### src/rtl/bcd_pkg.sv
// Shared types and helpers for the iterative binary-to-BCD converter.
// Holds the FSM state enum, the BCD nibble type and the digit-count check.
package bcd_pkg;

    typedef enum logic [1:0] {
        IDLE,
        SHIFT,
        DONE
    } state_e;

    typedef logic [3:0] nibble_t;

    // log10(2) as a fixed-point ratio, good enough for any practical width
    localparam int LOG2_NUM = 30103;
    localparam int LOG2_DEN = 100000;

    // Decimal digits needed for the largest magnitude of a width-bit operand.
    // Signed operands reach 2^(width-1), which has the same digit count
    // as 2^(width-1)-1 because a power of two is never a power of ten.
    function automatic int digits_needed(input int width, input bit is_signed);
        int bits;
        bits = is_signed ? width - 1 : width;
        return (bits * LOG2_NUM + LOG2_DEN - 1) / LOG2_DEN;
    endfunction

endpackage

### src/rtl/bcd_digit_adj.sv
// Double-dabble digit cell: adds 3 to a BCD digit of 5 or more
// so that the following left shift carries cleanly into the next digit.
module bcd_digit_adj
    import bcd_pkg::*;
(
    input  nibble_t d,
    output nibble_t q
);

    // Pre-correct the digit before it is doubled by the shift
    always_comb begin
        q = d;
        if (d >= 4'd5) begin
            q = d + 4'd3;
        end
    end

endmodule

### src/rtl/bin_to_bcd_iter.sv
// Iterative double-dabble binary-to-BCD converter, one bit per clock,
// with valid/ready handshakes on both sides and optional signed input.
module bin_to_bcd_iter
    import bcd_pkg::*;
#(
    parameter int BIN_W  = 14,
    parameter int DIGITS = 5,
    parameter int SIGNED = 0
) (
    input  logic                  clk,
    input  logic                  rst_n,
    input  logic                  in_valid,
    output logic                  in_ready,
    input  logic [BIN_W-1:0]      in_bin,
    output logic                  out_valid,
    input  logic                  out_ready,
    output logic [4*DIGITS-1:0]   out_bcd,
    output logic                  out_neg,
    output logic                  busy
);

    localparam int CNT_W = (BIN_W > 1) ? $clog2(BIN_W) : 1;
    localparam int BCD_W = 4 * DIGITS;

    localparam logic [CNT_W-1:0] CNT_LAST = CNT_W'(BIN_W - 1);
    localparam logic [CNT_W-1:0] CNT_ONE  = CNT_W'(1);
    localparam logic [BIN_W-1:0] BIN_ONE  = BIN_W'(1);

    if (DIGITS < digits_needed(BIN_W, SIGNED != 0)) begin : g_digits_chk
        $error("bin_to_bcd_iter: DIGITS too small for BIN_W");
    end

    state_e           state;
    logic [CNT_W-1:0] cnt;
    logic [BIN_W-1:0] opr;
    logic [BCD_W-1:0] dig;
    logic [BCD_W-1:0] adj;
    logic [BCD_W-1:0] dig_nxt;
    logic             neg;
    logic             in_neg;
    logic [BIN_W-1:0] mag;
    logic             unused_top;

    for (genvar g = 0; g < DIGITS; g++) begin : g_adj
        bcd_digit_adj u_adj (
            .d (dig[4*g +: 4]),
            .q (adj[4*g +: 4])
        );
    end

    // The top bit of the adjusted digits shifts out; it is always zero
    // when DIGITS is large enough for the operand width.
    assign {unused_top, dig_nxt} = {adj, opr[BIN_W-1]};

    assign in_neg = (SIGNED != 0) && in_bin[BIN_W-1];
    assign mag    = in_neg ? (~in_bin + BIN_ONE) : in_bin;

    // Conversion FSM: capture, shift BIN_W times, hold result until taken
    always_ff @(posedge clk or negedge rst_n) begin
        if (!rst_n) begin
            state     <= IDLE;
            cnt       <= '0;
            opr       <= '0;
            dig       <= '0;
            neg       <= 1'b0;
            in_ready  <= 1'b1;
            out_valid <= 1'b0;
            out_bcd   <= '0;
            out_neg   <= 1'b0;
            busy      <= 1'b0;
        end else begin
            unique case (state)
                IDLE: begin
                    if (in_valid) begin
                        opr      <= mag;
                        neg      <= in_neg;
                        dig      <= '0;
                        cnt      <= '0;
                        in_ready <= 1'b0;
                        busy     <= 1'b1;
                        state    <= SHIFT;
                    end
                end
                SHIFT: begin
                    dig <= dig_nxt;
                    opr <= {opr[BIN_W-2:0], 1'b0};
                    if (cnt == CNT_LAST) begin
                        cnt       <= '0;
                        out_bcd   <= dig_nxt;
                        out_neg   <= neg;
                        out_valid <= 1'b1;
                        state     <= DONE;
                    end else begin
                        cnt <= cnt + CNT_ONE;
                    end
                end
                DONE: begin
                    if (out_ready) begin
                        out_valid <= 1'b0;
                        in_ready  <= 1'b1;
                        busy      <= 1'b0;
                        state     <= IDLE;
                    end
                end
                default: begin
                    state <= IDLE;
                end
            endcase
        end
    end

endmodule
### config.mk
export PLATFORM = sky130hd
export DESIGN_NAME = bin_to_bcd_iter
export DESIGN_NICKNAME = d
export VERILOG_FILES = /design/src/rtl/bcd_pkg.sv /design/src/rtl/bcd_digit_adj.sv /design/src/rtl/bin_to_bcd_iter.sv
export SDC_FILE = /design/constraint.sdc
export NUM_CORES = 1
export LEC_CHECK = 0
export CORE_MARGIN = 2
export CORE_UTILIZATION = 55
export CTS_CLUSTER_DIAMETER = 100
export CTS_CLUSTER_SIZE = 30
export DETAILED_ROUTE_END_ITERATION = 8
export DONT_BUFFER_PORTS = 1
export PLACE_DENSITY = 0.7
export SYNTH_ARGS = -nofsm -noshare
export SYNTH_HDL_FRONTEND = slang
export SYNTH_HIERARCHICAL = 1
export SYNTH_SLANG_ARGS = --single-unit
### constraint.sdc
create_clock -name clk -period 4.1 [get_ports clk]
set_input_delay 0.615 -clock clk [delete_from_list [all_inputs] [get_ports clk]]
set_output_delay 0.615 -clock clk [all_outputs]
set_load 0.05 [all_outputs]
==> results.md <==
- GRT Total Usage: 20.9%
- Remaining global-route overflow: 0
- Crit Path Max Fanout: 22
- CP Class: flip-flop to flip-flop
- Vias: roughly 2000
- Post-Syn Nets: between 300 and 400
- Vias/cell: 5.70
- Clock skew: ~0.0075 ns
- Worst VDD drop: 0.375 mV
- Layout cells sized above 1: 16.5%
- Hold Crit Class: input port to async pin
- Avg Cell Area, Syn: roughly 11 µm²
- Setup Viol. Count Final: 0
- Startpoint types: flip-flop
- Sw Ratio: 44.2%
- Post-cts repair resize count: 0
- Diode count: 0
- # hold bufs at CTS: 1
- Die area: 0.00636 mm²
- Cells after Synth: 283
- Fmax: between 500 and 600 MHz
- Hpwl dp: ~3.8 mm
- Dpl cells: 339
- Status: finished clean
- Number of global-route vias before repair: 2015
- CTS buffer count: 9
- Unrepaired setup endpoints after global routing: false
- Final-stage net count: slightly above 300
- CTS tree: built
- ANT nets after route: 0
- MaxCap Viol Count: 0
- Starting density of the core: 57.0%
- DRT Pass-1 Iters: 4
- Core Rows: 27
- Clk slew on worst S/H paths: 0.07 ns
- WL final: 5.94 mm
- PortBufs: 0
- DR iter-0 viols: 99
- RD Place Congestion: 0.769
- Root buffer cell: clkbuf_8
- Layout Cells excl Fill: 356
- Pwr/cell area: 888 mW/mm²
- Die H: 79.8 µm
- CTS Sinks: 63
- Initial antenna violation count: 0
- YS warnings: 6
- DR WL/cell: between 15 and 20 µm
- Critical Path End Type: flip-flop
- Dpl ws: approximately 2.1 ns
- Clk buf depth: 2
- Clock Power Share: around 15%
- Setup bufs post-CTS: 0
- P_sw: around 1.3 mW
- Pins over their slew limit: 0
- Setup ws final: 2.10 ns
- Die X: 79.8 µm
- Pin count of the biggest net entering global routing: 63
- Setup_tns: 0 ns
- Worst path arrival time: 2.22 ns
- Gate power share: around 36%
- Top Ports: 42
- Slew @ Worst Pin: roughly 0.66 ns
- First-pass GRT wire length: ~9.9 mm
- DR DRC count: 0
- Mapped cell area: 0.00316 mm²
- Int Pwr: 1.65 mW
- H-Tree Depth: 3
- Worst path required time: 4.32 ns
- Pleak: 1.56 nW
- Synth-to-Final Area Change: 5.75%
- Final Hold Fails: 0
- Min cycle time layout: approximately 2 ns
- Worst skew pair latency: 0.34 ns
- Sequential share of power: 48.4%
- Total Power: ~3 mW
- Final Cycle Share: 48.7%
- Max_slew headroom: 56.1%
- Core area: 0.00554 mm²
## metal layers
layer / wire, µm / vias up / track usage [%]
met5: 0 / - / 0
li1: - / 982 / -
met1: 2800 / 994 / 28.1
met3: 252 / 12 / 5.77
met2: 2750 / 40 / 30.4
met4: 132 / 0 / 11.7
## stage by stage
| step | hold slack (ns) | util (%) | cell area [µm²] |
|---|---|---|---|
| final | 0.106 | 60.3 | 3340 |
| after global routing | 0.0876 | 60.3 | 3340 |
| after CTS | 0.0963 | 60.3 | 3340 |
| after detailed placement | 0.321 | 56.9 | 3150 |
| after global placement | 0.321 | 56.9 | 3150 |
| after floorplan | 0.319 | - | 3160 |
## registers in the layout, indices dropped and copies added (netlist names)
signal     count
cnt            4
busy           1
dig           20
out_bcd       20
in_ready       1
out_valid      1
state          2
opr           14
## cells in the final DEF (no fill, tap or decap)
cell type  count
dfrtp_1       62
nand2_1       28
o21ai_0       22
a22o_1        20
mux2_4        18
inv_1         16
a22oi_1       13
a21oi_1       12
ha_1          12
nor2b_1       10
clkbuf_8       9
nand2b_1       9
nor2_1         6
clkinv_2       5
a21oi_2        5
mux2i_1        5
xnor2_1        5
o21ai_1        4
nand3_1        3
mux2_2         2
clkbuf_1       2
buf_4          2
nor2b_4        1
o21bai_2       1
a32o_1         1
and4_4         1
a41oi_1        1
o22ai_1        1
o211ai_1       1
and3b_1        1
a32oi_1        1
a31o_2         1
a21o_1         1
conb_1         1
buf_16         1
dfstp_2        1
## worst max-delay path, stage by stage (launching register included)
cell and delay, ns:
dfrtp_1 0.69, nor2b_4 0.25, and4_4 0.54, mux2_2 0.40
## power groups by stage
stage                     combinational (mW)  clock [mW]  sequential (mW)
final                                   1.08       0.451             1.44
after global routing                    1.23       0.490             1.48
after CTS                               1.09       0.461             1.44
after global placement                  1.03           0             1.44
after floorplan                        0.949           0             1.36
after detailed placement                1.07           0             1.45
## worst paths after layout
kind,slack [ns],from,depth (start not counted),endpoint
setup / recovery,2.10,state[0],3,out_bcd[12]
hold / removal,0.11,rst_n,0,in_ready
setup reg to reg,2.10,state[0],3,out_bcd[12]
hold reg to reg,0.48,opr[3],2,opr[3]
max in group asynchronous,3.70,rst_n,1,dig[18]
min in group clk,0.44,in_bin[0],1,opr[0]
## final cells by class
| class | instances | area, µm² |
|---|---|---|
| inverter | 16 | 60.1 |
| timing repair buffer | 3 | 42.5 |
| clock buffer | 11 | 131 |
| sequential | 63 | 1580 |
| fill | 469 | 2200 |
| clock inverter | 5 | 25.0 |
| multi-input combinational | 186 | 1410 |
| tap | 72 | 90.1 |
No activity file was read; power rests on OpenSTA's default activity.
